===== config.mk =====
export PLATFORM = sky130hd
export DESIGN_NAME = cc_bus_decode_latch
export DESIGN_NICKNAME = d
export VERILOG_FILES = /design/src/rtl/cc_bus_decode_latch.sv
export SDC_FILE = /design/constraint.sdc
export NUM_CORES = 1
export LEC_CHECK = 0
export ABC_AREA = 0
export CORE_MARGIN = 8
export CORE_UTILIZATION = 35
export CTS_CLUSTER_DIAMETER = 30
export CTS_CLUSTER_SIZE = 24
export DETAILED_ROUTE_END_ITERATION = 7
export GPL_ROUTABILITY_DRIVEN = 1
export HOLD_SLACK_MARGIN = 0.05
export PLACE_DENSITY = 0.84
export SYNTH_ARGS = -nofsm -noshare
export SYNTH_HDL_FRONTEND = slang
export SYNTH_SLANG_ARGS = --single-unit

===== constraint.sdc =====
create_clock -name clk -period 3.26 [get_ports clk]
set_clock_uncertainty 0.15 [all_clocks]
set_input_delay 0.489 -clock clk [delete_from_list [all_inputs] [get_ports clk]]
set_output_delay 0.489 -clock clk [all_outputs]
set_load 0.005 [all_outputs]

===== src/rtl/cc_bus_decode_latch.sv =====
// Crystal Castles bus-control slice: 6502 address decode, gated write strobes
// and the 74LS259-style OUT1 addressable latch for video/auto-increment control.
module cc_bus_decode_latch (
  input  logic        clk,
  input  logic        reset_n,
  input  logic        ce2H,
  input  logic        ce2Hd,
  input  logic [15:0] BA,
  input  logic        BRWn,
  input  logic        BD3,
  output logic        NRn,
  output logic        ROM0n,
  output logic        ROM1n,
  output logic        ROM2n,
  output logic        SRAMn,
  output logic        NVRAMn,
  output logic        IN0n,
  output logic        CIOn,
  output logic        SBUSn,
  output logic        BITMDn,
  output logic        XCOORDn,
  output logic        YCOORDn,
  output logic        WDOGn,
  output logic        INTACKn,
  output logic        HSLDn,
  output logic        VSLDn,
  output logic        OUT0n,
  output logic        OUT1n,
  output logic        CRAMn,
  output logic        UARTn,
  output logic        AXn,
  output logic        AYn,
  output logic        XINCn,
  output logic        YINCn,
  output logic        PLAYER2,
  output logic        SIREn,
  output logic        STARTLED1,
  output logic        BUF1BUF2n
);

  logic       wr_en;
  logic       io_blk;
  logic [2:0] io_sel;
  logic [7:0] out1_d;
  logic [7:0] out1_q;

  // The CPU phase enable is not needed here; writes are qualified by ce2Hd alone.
  logic unused_ok;
  assign unused_ok = ce2H;

  // Level selects straight from the address bus.
  assign NRn    = BA[15] & (BA[14] | BA[13]);
  assign ROM0n  = ~(BA[15:13] == 3'b101);
  assign ROM1n  = ~(BA[15:13] == 3'b110);
  assign ROM2n  = ~(BA[15:13] == 3'b111);
  assign SRAMn  = ~(BA[15:12] == 4'h8);
  assign NVRAMn = ~(BA[15:10] == 6'b100100);
  assign IN0n   = ~(BA[15:10] == 6'b100101);
  assign CIOn   = ~(BA[15:10] == 6'b100110);
  assign SBUSn  = ~(BA[15:12] == 4'h9);
  assign BITMDn = ~(BA == 16'h0002);

  // 9C00-9FFF is split into eight 128-byte strobe windows by BA[9:7].
  assign wr_en  = ce2Hd & ~BRWn & reset_n;
  assign io_blk = (BA[15:10] == 6'b100111);
  assign io_sel = BA[9:7];

  assign XCOORDn = ~(wr_en & (BA == 16'h0000));
  assign YCOORDn = ~(wr_en & (BA == 16'h0001));
  assign INTACKn = ~(wr_en & io_blk & ((io_sel == 3'd0) | (io_sel == 3'd3)));
  assign HSLDn   = ~(wr_en & io_blk & (io_sel == 3'd1));
  assign VSLDn   = ~(wr_en & io_blk & (io_sel == 3'd2));
  assign WDOGn   = ~(wr_en & io_blk & (io_sel == 3'd4));
  assign OUT0n   = ~(wr_en & io_blk & (io_sel == 3'd5));
  assign OUT1n   = ~(wr_en & io_blk & (io_sel == 3'd6));
  assign CRAMn   = ~(wr_en & io_blk & (io_sel == 3'd7));
  assign UARTn   = 1'b1;

  // Only the bit addressed by BA[2:0] moves; BA[6:3] are don't-care mirrors.
  always_comb begin
    out1_d = out1_q;
    if (!OUT1n) begin
      out1_d[BA[2:0]] = BD3;
    end
  end

  always_ff @(posedge clk or negedge reset_n) begin
    if (!reset_n) begin
      out1_q <= '0;
    end else begin
      out1_q <= out1_d;
    end
  end

  assign AXn       = out1_q[0];
  assign AYn       = out1_q[1];
  assign XINCn     = out1_q[2];
  assign YINCn     = out1_q[3];
  assign PLAYER2   = out1_q[4];
  assign SIREn     = out1_q[5];
  assign STARTLED1 = out1_q[6];
  assign BUF1BUF2n = out1_q[7];

endmodule


; After elaboration in Yosys (flattened, before gate mapping)
; Index checks and enable logic that the tools add are counted.
[word_totals]
ram_bits = 0
latchBits = 0
memories = 0
rom_bits = 0
out_inout_bits = 28
input_bits = 22
register_bits = 8
[classes]
n_shift = 0
div_mod_pow = 0
n_lt_le_gt_ge = 2
n_eq_ne = 18
n_addsub = 0
bitwise = 34
n_reduce_logical = 3
muxes = 3
multipliers = 0
[ops]
columns = operator, n
row1 = "== test 6 bit, second input constant", 4
row2 = "== test 3 bit, second input constant", 7
row3 = NOT 1 bit, 19
row4 = "== test 16 x 1 -> 1 bit, second input constant", 1
row5 = "== test 16 x 2 -> 1 bit, second input constant", 1
row6 = zero test 16 bit, 1
row7 = bitwise AND 1 bit, 13
row8 = bitwise mux 8 bit, 1
row9 = "== test 4 bit, second input constant", 2
row10 = "== test 3 x 2 -> 1 bit, second input constant", 2
row11 = "< comparator 3 x 4 -> 1 bit, second input constant", 1
row12 = demux 1 bit (select 3 bit), 1
row13 = "== test 3 x 1 -> 1 bit, second input constant", 1
row14 = ">= comparator 3 x 1 -> 1 bit, second input constant", 1
row15 = zero test 3 bit, 1
row16 = bitwise OR 1 bit, 2
row17 = logical AND 1 bit, 1
row18 = two-way mux 1 bit, 1

; Depth between registers and ports, before layout
[logic_depth]
word_depth = 6
ltp_mapped = 6
depth_no_buf = 5

; Worst setup path before layout
; OpenSTA, ideal clock, no wires.
[synth_path]
path_type = in2out
from = in BA[13]
to = out INTACKn
n_path_buf = 1
arrival_time_ns = 1.440
cell_stages = 5
path_slack_ns = 1.181
path_cell_list = nor3_2 -> inv_2 -> buf_6 -> nor4_1 -> o21ai_0
[synth_between]
elab_chain_cells = 4
[synth_lines]
columns = element, line_no
row1 = "start, declared", 8  ; input logic [15:0] BA,
row2 = == test 6 bit, 65  ; assign io_blk = (BA[15:10] == 6'b100111);
row3 = bitwise AND 1 bit (2 in a row), 70  ; assign INTACKn = ~(wr_en & io_blk & ((io_sel == 3'd0) | (io_sel == 3'd3)));
row4 = NOT 1 bit, 70
row5 = "end, declared", 24  ; output logic INTACKn,
; No other way between the ends.

; Final worst setup path
; Same ends and word-level chain as after synthesis.

==> reports/results.tsv <==
metric	value	unit
rsz0062_at_grt	false	
start_util	0.371	
syn_area_per_cell	9.28	sq um
htreeDepth	1	
required	2620	ps
end_kind	output port	
final_cell_area	0.00117	sq mm
grt_pass1_vias	759	
setup_tns	0	ps
viasPerCell	5.16	
utilization	0.677	
synth_edf_count	0	
ys_seq_area_frac	0.313	
grtUsageTotal	0.126	
drt-wirelength-per-cell	15.1	um
worst_slack	200	ps
finalNetCount	144	
ctsHoldBuffers	0	
fmax	327	MHz
synth.top_cells.by_count	9 x nand2_1, 9 x nor4_1, 8 x dfrtp_1, 6 x mux2_1, 5 x nand3b_1	
core	0.00173	sq mm
layout-drive-gt1-share	0.100	
drt-pass1-iter-count	4	
largest_reg_flops	8	
fillCellCount	167	
peakVddDrop	0.243	mV
outcome	completed	
post-cts-setup-buffer-count	0	
min_period	3060	ps
dp_cells	142	
worstSetupStartpointType	primary input	
die_h	58.8	um
async_flop_share	1.00	
drt-initial-drc-count	1	
holdWs	319	ps
ys_types	27	
top_regs	out1_q x8	
maxCapViolations	0	
cts_tree	yes	
antenna_found_initial	0	
dp_slack	209	ps
setup_viol_count_final	0	
regMostFlops	out1_q	
fp-row-count	15	
ys.warnings.count	0	
synthFlopType	dfrtp_1	
pin_count	50	
clk_latency	250	ps
grt_max_degree	10	
p_leak	0.437	nW
clock_path_buffers	2	
ys_ff_latch	8	
dieArea	0.00346	sq mm
area_growth	82.4	%
syn-num-nets	91	
io_buffers	47	
final-instance-count-excl-fill	145	
critPathArrivalTime	2420	ps
postPlaceCellArea	0.00115	sq mm
drc	0	
synth_cells	69	
cts_resized	0	
syn_area	641	sq um
clk_pin_slew	50	ps
synth_top_cell_by_area	dfrtp_1	
grt_pass1_wl	3460	um
insertedDiodeCount	0	
worst-setup-path-type	in2out	
hold_viol	0	
p_total	0.233	mW
gp_congestion	0.797	
root_buffer	clkbuf_4	
dp_hpwl	1920	um
cts.sinks	8	
ys_top_cells_by_area	dfrtp_1 31%, mux2_1 11%, nor4_1 8.8%	
drv_slew	0	
cellPowerDensity	199	mW/mm^2
crit_fanout	6	
yosysTopAreaCellShare	0.313	
fin_crit_sh	0.939	
drt-total-wl	2190	um
die_w	58.8	um
ant_nets	0	
grt_overflow	0	
holdCritPathClass	in2async	
vias	748	
cts_made_buffers	3	
## power breakdown
part | switching (mW) | leakage (nW) | internal, mW
clock network | 0.0285 | 0.0138 | 0.0418
registers | 0.0000556 | 0.112 | 0.0997
logic | 0.0259 | 0.312 | 0.0367
total | 0.0545 | 0.437 | 0.178
## worst max-delay path, stage by stage
cell and delay [ps]:
clkdlybuf4s50_1 510, nor3_2 300, inv_2 80, nor4_1 410
o21ai_0 150, clkdlybuf4s50_1 470
## final timing paths
kind / from / to / slack, ps / cells past startpoint
max reg2reg: out1_q[4]$_DFFE_PN0P_ / out1_q[4]$_DFFE_PN0P_ / 2300 / 1
max in group asynchronous: reset_n / out1_q[6]$_DFFE_PN0P_ / 2280 / 2
max: BA[13] / INTACKn / 200 / 6
min: reset_n / out1_q[3]$_DFFE_PN0P_ / 320 / 1
min in group clk: out1_q[7]$_DFFE_PN0P_ / out1_q[7]$_DFFE_PN0P_ / 330 / 1
min reg2reg: out1_q[7]$_DFFE_PN0P_ / out1_q[7]$_DFFE_PN0P_ / 330 / 1
## placed cells by master, fill, tap and decap left out
cell / instances
nand3_1: 3
nor4bb_1: 2
nand2_1: 9
conb_1: 1
nor3_1: 2
and2_1: 1
clkbuf_4: 3
clkdlybuf4s50_1: 47
nor2b_1: 2
nor4_1: 9
nand3_2: 1
nor3_2: 1
nand3b_1: 5
or3_2: 1
nor4b_1: 2
nand4b_1: 3
o21a_1: 1
buf_4: 3
o21ai_0: 1
and4_1: 1
or4bb_1: 1
or4b_1: 1
dfrtp_1: 8
mux2_2: 2
inv_2: 1
nand4bb_1: 1
mux2_1: 6
nor2_1: 2
## metal layers
layer  vias to the layer above  wire, um  track usage
met4                         0        19       0.0785
met2                        26      1170        0.224
li1                        369         -            -
met1                       351       759        0.113
met5                         -         0            0
met3                         2       243       0.0565
## logic make-up after synthesis
group                  Yosys count  synth area share
AND/OR/NAND/NOR                 47             0.486
AO/OA/AOI/OAI                    2            0.0195
other                            1           0.00585
multiplexers                     8             0.141
buffers and inverters            3            0.0352
flip-flops                       8             0.312
## cell type report
type | count | area (sq um) | area share
sequential | 8 | 200 | 0.171
inverter | 1 | 3.75 | 0.00321
multi-input combinational | 58 | 418 | 0.358
clock buffer | 3 | 22.5 | 0.0193
timing repair buffer | 50 | 493 | 0.422
tap | 25 | 31.3 | 0.0268
No activity file was read; power rests on OpenSTA's default activity.
